==> config.mk <==
export PLATFORM = sky130hd
export DESIGN_NAME = led7_scan_capture
export DESIGN_NICKNAME = d
export VERILOG_FILES = /design/src/rtl/led7_scan_capture.sv
export SDC_FILE = /design/constraint.sdc
export NUM_CORES = 1
export LEC_CHECK = 0
export ABC_AREA = 0
export CORE_UTILIZATION = 35
export CTS_BUF_LIST = sky130_fd_sc_hd__clkbuf_8
export DETAILED_ROUTE_END_ITERATION = 8
export PLACE_DENSITY = 0.62
export SLEW_MARGIN = 5
export SYNTH_ARGS = -nofsm -noshare
export SYNTH_HDL_FRONTEND = slang
export SYNTH_SLANG_ARGS = --single-unit
==> constraint.sdc <==
create_clock -name clk_i -period 6.4 [get_ports clk_i]
set_clock_uncertainty 0.2 [all_clocks]
set_input_delay 1.6 -clock clk_i [delete_from_list [all_inputs] [get_ports clk_i]]
set_output_delay 1.6 -clock clk_i [all_outputs]
set_load 0.05 [all_outputs]
==> src/rtl/led7_scan_capture.sv <==
// led7_scan_capture
//   Watches a multiplexed, active-low 7-segment display bus and recovers the hex value
//   shown on each digit. The bus is double-flop synchronised, must hold unchanged for
//   STABLE_CYC consecutive comparisons, and is then decoded once into the selected
//   digit's register set.
//
// Ports
//   clk_i          system clock, rising edge
//   rst_ni         synchronous active-low reset
//   seg_i          segment lines {g,f,e,d,c,b,a}, 0 = lit
//   dig_sel_n_i    per-digit enables, active-low, expected one-hot-low
//   digits_o       recovered values, digit i at [4i+3:4i]
//   digit_on_o     1 = digit shows a glyph, 0 = blank
//   digit_err_o    1 = last committed pattern was not a legal glyph
//   upd_valid_o    1-cycle pulse, a digit register was written
//   upd_idx_o      index of the digit written with upd_valid_o
//   bus_err_o      1-cycle pulse, a stable sample had more than one enable low
module led7_scan_capture #(
    parameter int unsigned NUM_DIGITS = 4,
    parameter int unsigned STABLE_CYC = 4
) (
    input  logic                    clk_i,
    input  logic                    rst_ni,
    input  logic [6:0]              seg_i,
    input  logic [NUM_DIGITS-1:0]   dig_sel_n_i,
    output logic [4*NUM_DIGITS-1:0] digits_o,
    output logic [NUM_DIGITS-1:0]   digit_on_o,
    output logic [NUM_DIGITS-1:0]   digit_err_o,
    output logic                    upd_valid_o,
    output logic [2:0]              upd_idx_o,
    output logic                    bus_err_o
);

    localparam int unsigned BusW = 7 + NUM_DIGITS;
    localparam int unsigned CntW = $clog2(STABLE_CYC + 1);

    logic [BusW-1:0] s1_q, s2_q, s2_prev_q;
    // Shift register marking how far post-reset samples have travelled down the
    // s1 -> s2 -> s2_prev chain; counting waits until the comparison sees only them.
    logic [2:0]      prime_q, prime_d;
    logic [CntW-1:0] cnt_q, cnt_d;

    logic [NUM_DIGITS-1:0][3:0] digits_q, digits_d;
    logic [NUM_DIGITS-1:0]      on_q, on_d;
    logic [NUM_DIGITS-1:0]      err_q, err_d;
    logic                       upd_valid_q, upd_valid_d;
    logic [2:0]                 upd_idx_q, upd_idx_d;
    logic                       bus_err_q, bus_err_d;

    logic [6:0]            seg_s2;
    logic [NUM_DIGITS-1:0] sel_s2;
    logic                  same;
    logic                  commit;
    logic                  glyph_ok;
    logic [3:0]            glyph_val;
    logic [3:0]            low_cnt;
    logic [2:0]            low_idx;

    assign seg_s2 = s2_q[BusW-1 -: 7];
    assign sel_s2 = s2_q[NUM_DIGITS-1:0];

    // Stability counter; commit fires on the single STABLE_CYC-1 -> STABLE_CYC step.
    always_comb begin
        same    = (s2_q == s2_prev_q);
        prime_d = {prime_q[1:0], 1'b1};
        cnt_d   = cnt_q;
        if (!prime_q[2] || !same) begin
            cnt_d = '0;
        end else if (cnt_q < CntW'(STABLE_CYC)) begin
            cnt_d = cnt_q + CntW'(1);
        end
        commit = prime_q[2] && same && (cnt_q == CntW'(STABLE_CYC - 1));
    end

    // Segment pattern back to hex value.
    always_comb begin
        glyph_ok  = 1'b1;
        glyph_val = 4'h0;
        case (seg_s2)
            7'h40:   glyph_val = 4'h0;
            7'h79:   glyph_val = 4'h1;
            7'h24:   glyph_val = 4'h2;
            7'h30:   glyph_val = 4'h3;
            7'h19:   glyph_val = 4'h4;
            7'h12:   glyph_val = 4'h5;
            7'h02:   glyph_val = 4'h6;
            7'h78:   glyph_val = 4'h7;
            7'h00:   glyph_val = 4'h8;
            7'h10:   glyph_val = 4'h9;
            7'h08:   glyph_val = 4'hA;
            7'h03:   glyph_val = 4'hB;
            7'h46:   glyph_val = 4'hC;
            7'h21:   glyph_val = 4'hD;
            7'h06:   glyph_val = 4'hE;
            7'h0E:   glyph_val = 4'hF;
            default: glyph_ok  = 1'b0;
        endcase
    end

    // Count active enables; low_idx is only meaningful when exactly one is low.
    always_comb begin
        low_cnt = '0;
        low_idx = '0;
        for (int unsigned i = 0; i < NUM_DIGITS; i++) begin
            if (!sel_s2[i]) begin
                low_cnt = low_cnt + 4'd1;
                low_idx = 3'(i);
            end
        end
    end

    always_comb begin
        digits_d    = digits_q;
        on_d        = on_q;
        err_d       = err_q;
        upd_valid_d = 1'b0;
        upd_idx_d   = upd_idx_q;
        bus_err_d   = 1'b0;
        if (commit) begin
            if (low_cnt == 4'd1) begin
                upd_valid_d = 1'b1;
                upd_idx_d   = low_idx;
                for (int unsigned i = 0; i < NUM_DIGITS; i++) begin
                    if (!sel_s2[i]) begin
                        if (seg_s2 == 7'h7F) begin
                            // Blank: value keeps its previous contents.
                            on_d[i]  = 1'b0;
                            err_d[i] = 1'b0;
                        end else begin
                            on_d[i]     = 1'b1;
                            err_d[i]    = !glyph_ok;
                            digits_d[i] = glyph_val;
                        end
                    end
                end
            end else if (low_cnt > 4'd1) begin
                bus_err_d = 1'b1;
            end
        end
    end

    always_ff @(posedge clk_i) begin
        if (!rst_ni) begin
            s1_q        <= '1;
            s2_q        <= '1;
            s2_prev_q   <= '1;
            prime_q     <= '0;
            cnt_q       <= '0;
            digits_q    <= '0;
            on_q        <= '0;
            err_q       <= '0;
            upd_valid_q <= 1'b0;
            upd_idx_q   <= '0;
            bus_err_q   <= 1'b0;
        end else begin
            s1_q        <= {seg_i, dig_sel_n_i};
            s2_q        <= s1_q;
            s2_prev_q   <= s2_q;
            prime_q     <= prime_d;
            cnt_q       <= cnt_d;
            digits_q    <= digits_d;
            on_q        <= on_d;
            err_q       <= err_d;
            upd_valid_q <= upd_valid_d;
            upd_idx_q   <= upd_idx_d;
            bus_err_q   <= bus_err_d;
        end
    end

    assign digits_o    = digits_q;
    assign digit_on_o  = on_q;
    assign digit_err_o = err_q;
    assign upd_valid_o = upd_valid_q;
    assign upd_idx_o   = upd_idx_q;
    assign bus_err_o   = bus_err_q;

endmodule
==> flow_metrics.env <==
export IMPL_status="completed"
export IMPL_syn_area_um2=2820
export IMPL_min_period_ns=3.53
export IMPL_dp_hpwl_um=3830
export IMPL_ctsResizeCount=0
export IMPL_postCtsSetupRepairBufs=0
export IMPL_diodes=0
export IMPL_cts_tree="built"
export IMPL_async_reset_ff_share_pct=0
export IMPL_via_per_inst=4.83
export IMPL_synth_edff_count=0
export IMPL_clock_sinks=67
export IMPL_crit_type="flip-flop to flip-flop"
export IMPL_track_usage_pct=14.1
export IMPL_hold_class="flip-flop to flip-flop"
export IMPL_grt_pass1_vias=1998
export IMPL_num_rows=32
export IMPL_chipWidth_um=91.8
export IMPL_r2r_slack_ns=2.87
export IMPL_clock_latency_ns=0.33
export IMPL_post_route_util_pct=44.1
export IMPL_worst_pin_slew_ns=0.664
export IMPL_nets=346
export IMPL_most_common_layout_cells="dfxtp_1 (67), clkdlybuf4s50_1 (39), nand2_1 (36)"
export IMPL_synth_fp_nets=315
export IMPL_grt_start_max_net_pins=63
export IMPL_drtPass1Iterations=4
export IMPL_first_iter_violations=64
export IMPL_yosysWarnings=0
export IMPL_grt_antenna_before_repair=0
export IMPL_fin_setup_tns_ns=0
export IMPL_r2r_start="s2_q[1]"
export IMPL_drc_errors=0
export IMPL_rr_endpoint="digits_o[9]"
export IMPL_path_clk_slew_ns=0.07
export IMPL_root_buffer="clkbuf_8"
export IMPL_drt_wl_total_um=5470
export IMPL_grt_pass1_wl_um=9270
export IMPL_maxSlewHeadroom_pct=55.4
export IMPL_holdPathEnd="s2_q[4]"
export IMPL_p_total_mw=0.772
export IMPL_synthFlopType="dfxtp_1"
export IMPL_setup_viol=0
export IMPL_ios=42
export IMPL_cts_buffer_depth=2
export IMPL_gp_congestion=0.813
export IMPL_start_kind="flip-flop"
export IMPL_hold_viol=0
export IMPL_final_common_cell="dfxtp_1"
export IMPL_worstRegToRegCells=10
export IMPL_fillCellCount=791
export IMPL_synth_seq_cells=67
export IMPL_ys_seq_area_share_pct=47.5
export IMPL_ir_drop_mv=0.130
export IMPL_initial_core_util_pct=36.3
export IMPL_design_core_area_um2=7770
export IMPL_p_leak_nw=1.37
export IMPL_postRouteAntennaNets=0
export IMPL_num_vias=2099
export IMPL_syn_avg_cell_area_um2=9.50
export IMPL_fmax_ghz=0.284
export IMPL_end_kind="flip-flop"
export IMPL_cellPowerDensity_nw_per_um2=225
export IMPL_maxSlewViolCount=0
export IMPL_wl_per_cell_um=12.6
export IMPL_hp_start="s1_q[4]"
export IMPL_drive_gt1_share_pct=7.51
export IMPL_min_path_cells=1
export IMPL_die_h_um=91.8
export IMPL_crit_arrival_ns=3.59
export IMPL_synthesis_instances=297
export IMPL_rsz0062_at_grt="false"
export IMPL_grt_ovfl_total=0
export IMPL_postCtsHoldBufs=0
export IMPL_syn2layout_area_growth_pct=21.5
export IMPL_cp_required_ns=6.47
export IMPL_cap_violations=0
export IMPL_crit_fanout=6
export IMPL_cts_buffers=9
export IMPL_portBuffers=40
export IMPL_h_tree_depth=3
export IMPL_synth_distinct_cells=48
export IMPL_finalCritPeriodShare_pct=55.1
export IMPL_dieArea_um2=8430
[cell type report]
class	instances	area (um^2)	share of cell area, %
timing repair buffer	43	418	12.2
inverter	11	41.3	1.20
clock buffer	9	124	3.61
clock inverter	7	37.5	1.09
sequential	67	1340	39.1
tap	102	128	3.72
multi-input combinational	196	1340	39.1
[routing by layer]
layer	share of wire [%]	GRT usage [%]	vias up
li1	-	-	1070
met1	47	17.2	967
met2	46	23.2	51
met3	4.8	4.06	11
met4	1.9	6.25	0
met5	0	0	-
[through the flow]
stage / hold WS (ns) / instance area, um^2 / setup WS, ns / std cells
6_report: 0.206 / 3430 / 2.87 / 435
5_1_grt: 0.222 / 3430 / 2.67 / 435
4_1_cts: 0.207 / 3430 / 2.88 / 435
3_5_place_dp: 0.191 / 3270 / 2.89 / 419
3_3_place_gp: 0.189 / 3270 / 3.01 / 419
2_1_floorplan: 0.186 / 2820 / 3.16 / 297
[worst max-delay path: stages, from the launching register on]
cell	delay (ns)
dfxtp_1	0.40
inv_1	0.14
ha_1	0.23
or2b_1	0.24
and2_1	0.16
ha_1	0.31
or2b_1	0.22
mux4_2	0.47
or3b_1	0.50
nor4_4	0.35
mux2i_1	0.23
[synthesized netlist by cell type (5+ instances only)]
cell      instances  area [um^2]
nor4_1            7         43.8
a21oi_1           8         40.0
nor2_1            8         30.0
nand2_1          36          135
inv_1            10         37.5
mux2i_1          22          220
clkbuf_1         18         67.6
ha_1              5         62.6
xnor2_1          14          123
dfxtp_1          67         1340
nor3_1            8         40.0
nand4_1           6         37.5
a31oi_1           5         31.3
nand2b_1         28          175
[worst max-delay path by stage]
stage	from	slack, ns	end	depth (start not counted)
after floorplan	s2_q[0]	3.16	digits_o[10]	11
after global placement	s2_q[0]	3.01	digits_o[10]	10
after detailed placement	s2_q[0]	2.89	digits_o[9]	10
after CTS	s2_q[0]	2.88	digits_o[11]	10
after global routing	s2_q[0]	2.67	digits_o[9]	10
final	s2_q[1]	2.87	digits_o[9]	10
[report_power, final]
part | switching (mW) | internal, mW | leakage, nW
Clock | 0.152 | 0.135 | 0.0874
Sequential | 0.0102 | 0.426 | 0.547
Combinational | 0.0252 | 0.0235 | 0.731
[cell families (layout without fill, tap and decap cells)]
| family | Yosys count | count (layout) | synth area share (%) |
|---|---|---|---|
| AO/OA/AOI/OAI | 27 | 27 | 6.25 |
| other | 1 | 1 | 0.133 |
| flip-flops | 67 | 67 | 47.5 |
| adder cells (fa/ha/maj) | 5 | 5 | 2.22 |
| XOR/XNOR | 17 | 17 | 5.28 |
| buffers and inverters | 34 | 70 | 5.05 |
| multiplexers | 23 | 23 | 8.60 |
| AND/OR/NAND/NOR | 123 | 123 | 25.0 |
[flip-flops by register name, indices dropped and copies added (netlist names)]
name         cells
digits_o        16
s1_q            11
s2_prev_q       11
s2_q            11
digit_err_o      4
digit_on_o       4
cnt_q            3
prime_q          3
upd_idx_o        2
bus_err_o        1
upd_valid_o      1
(Power assumes the default switching activity.)
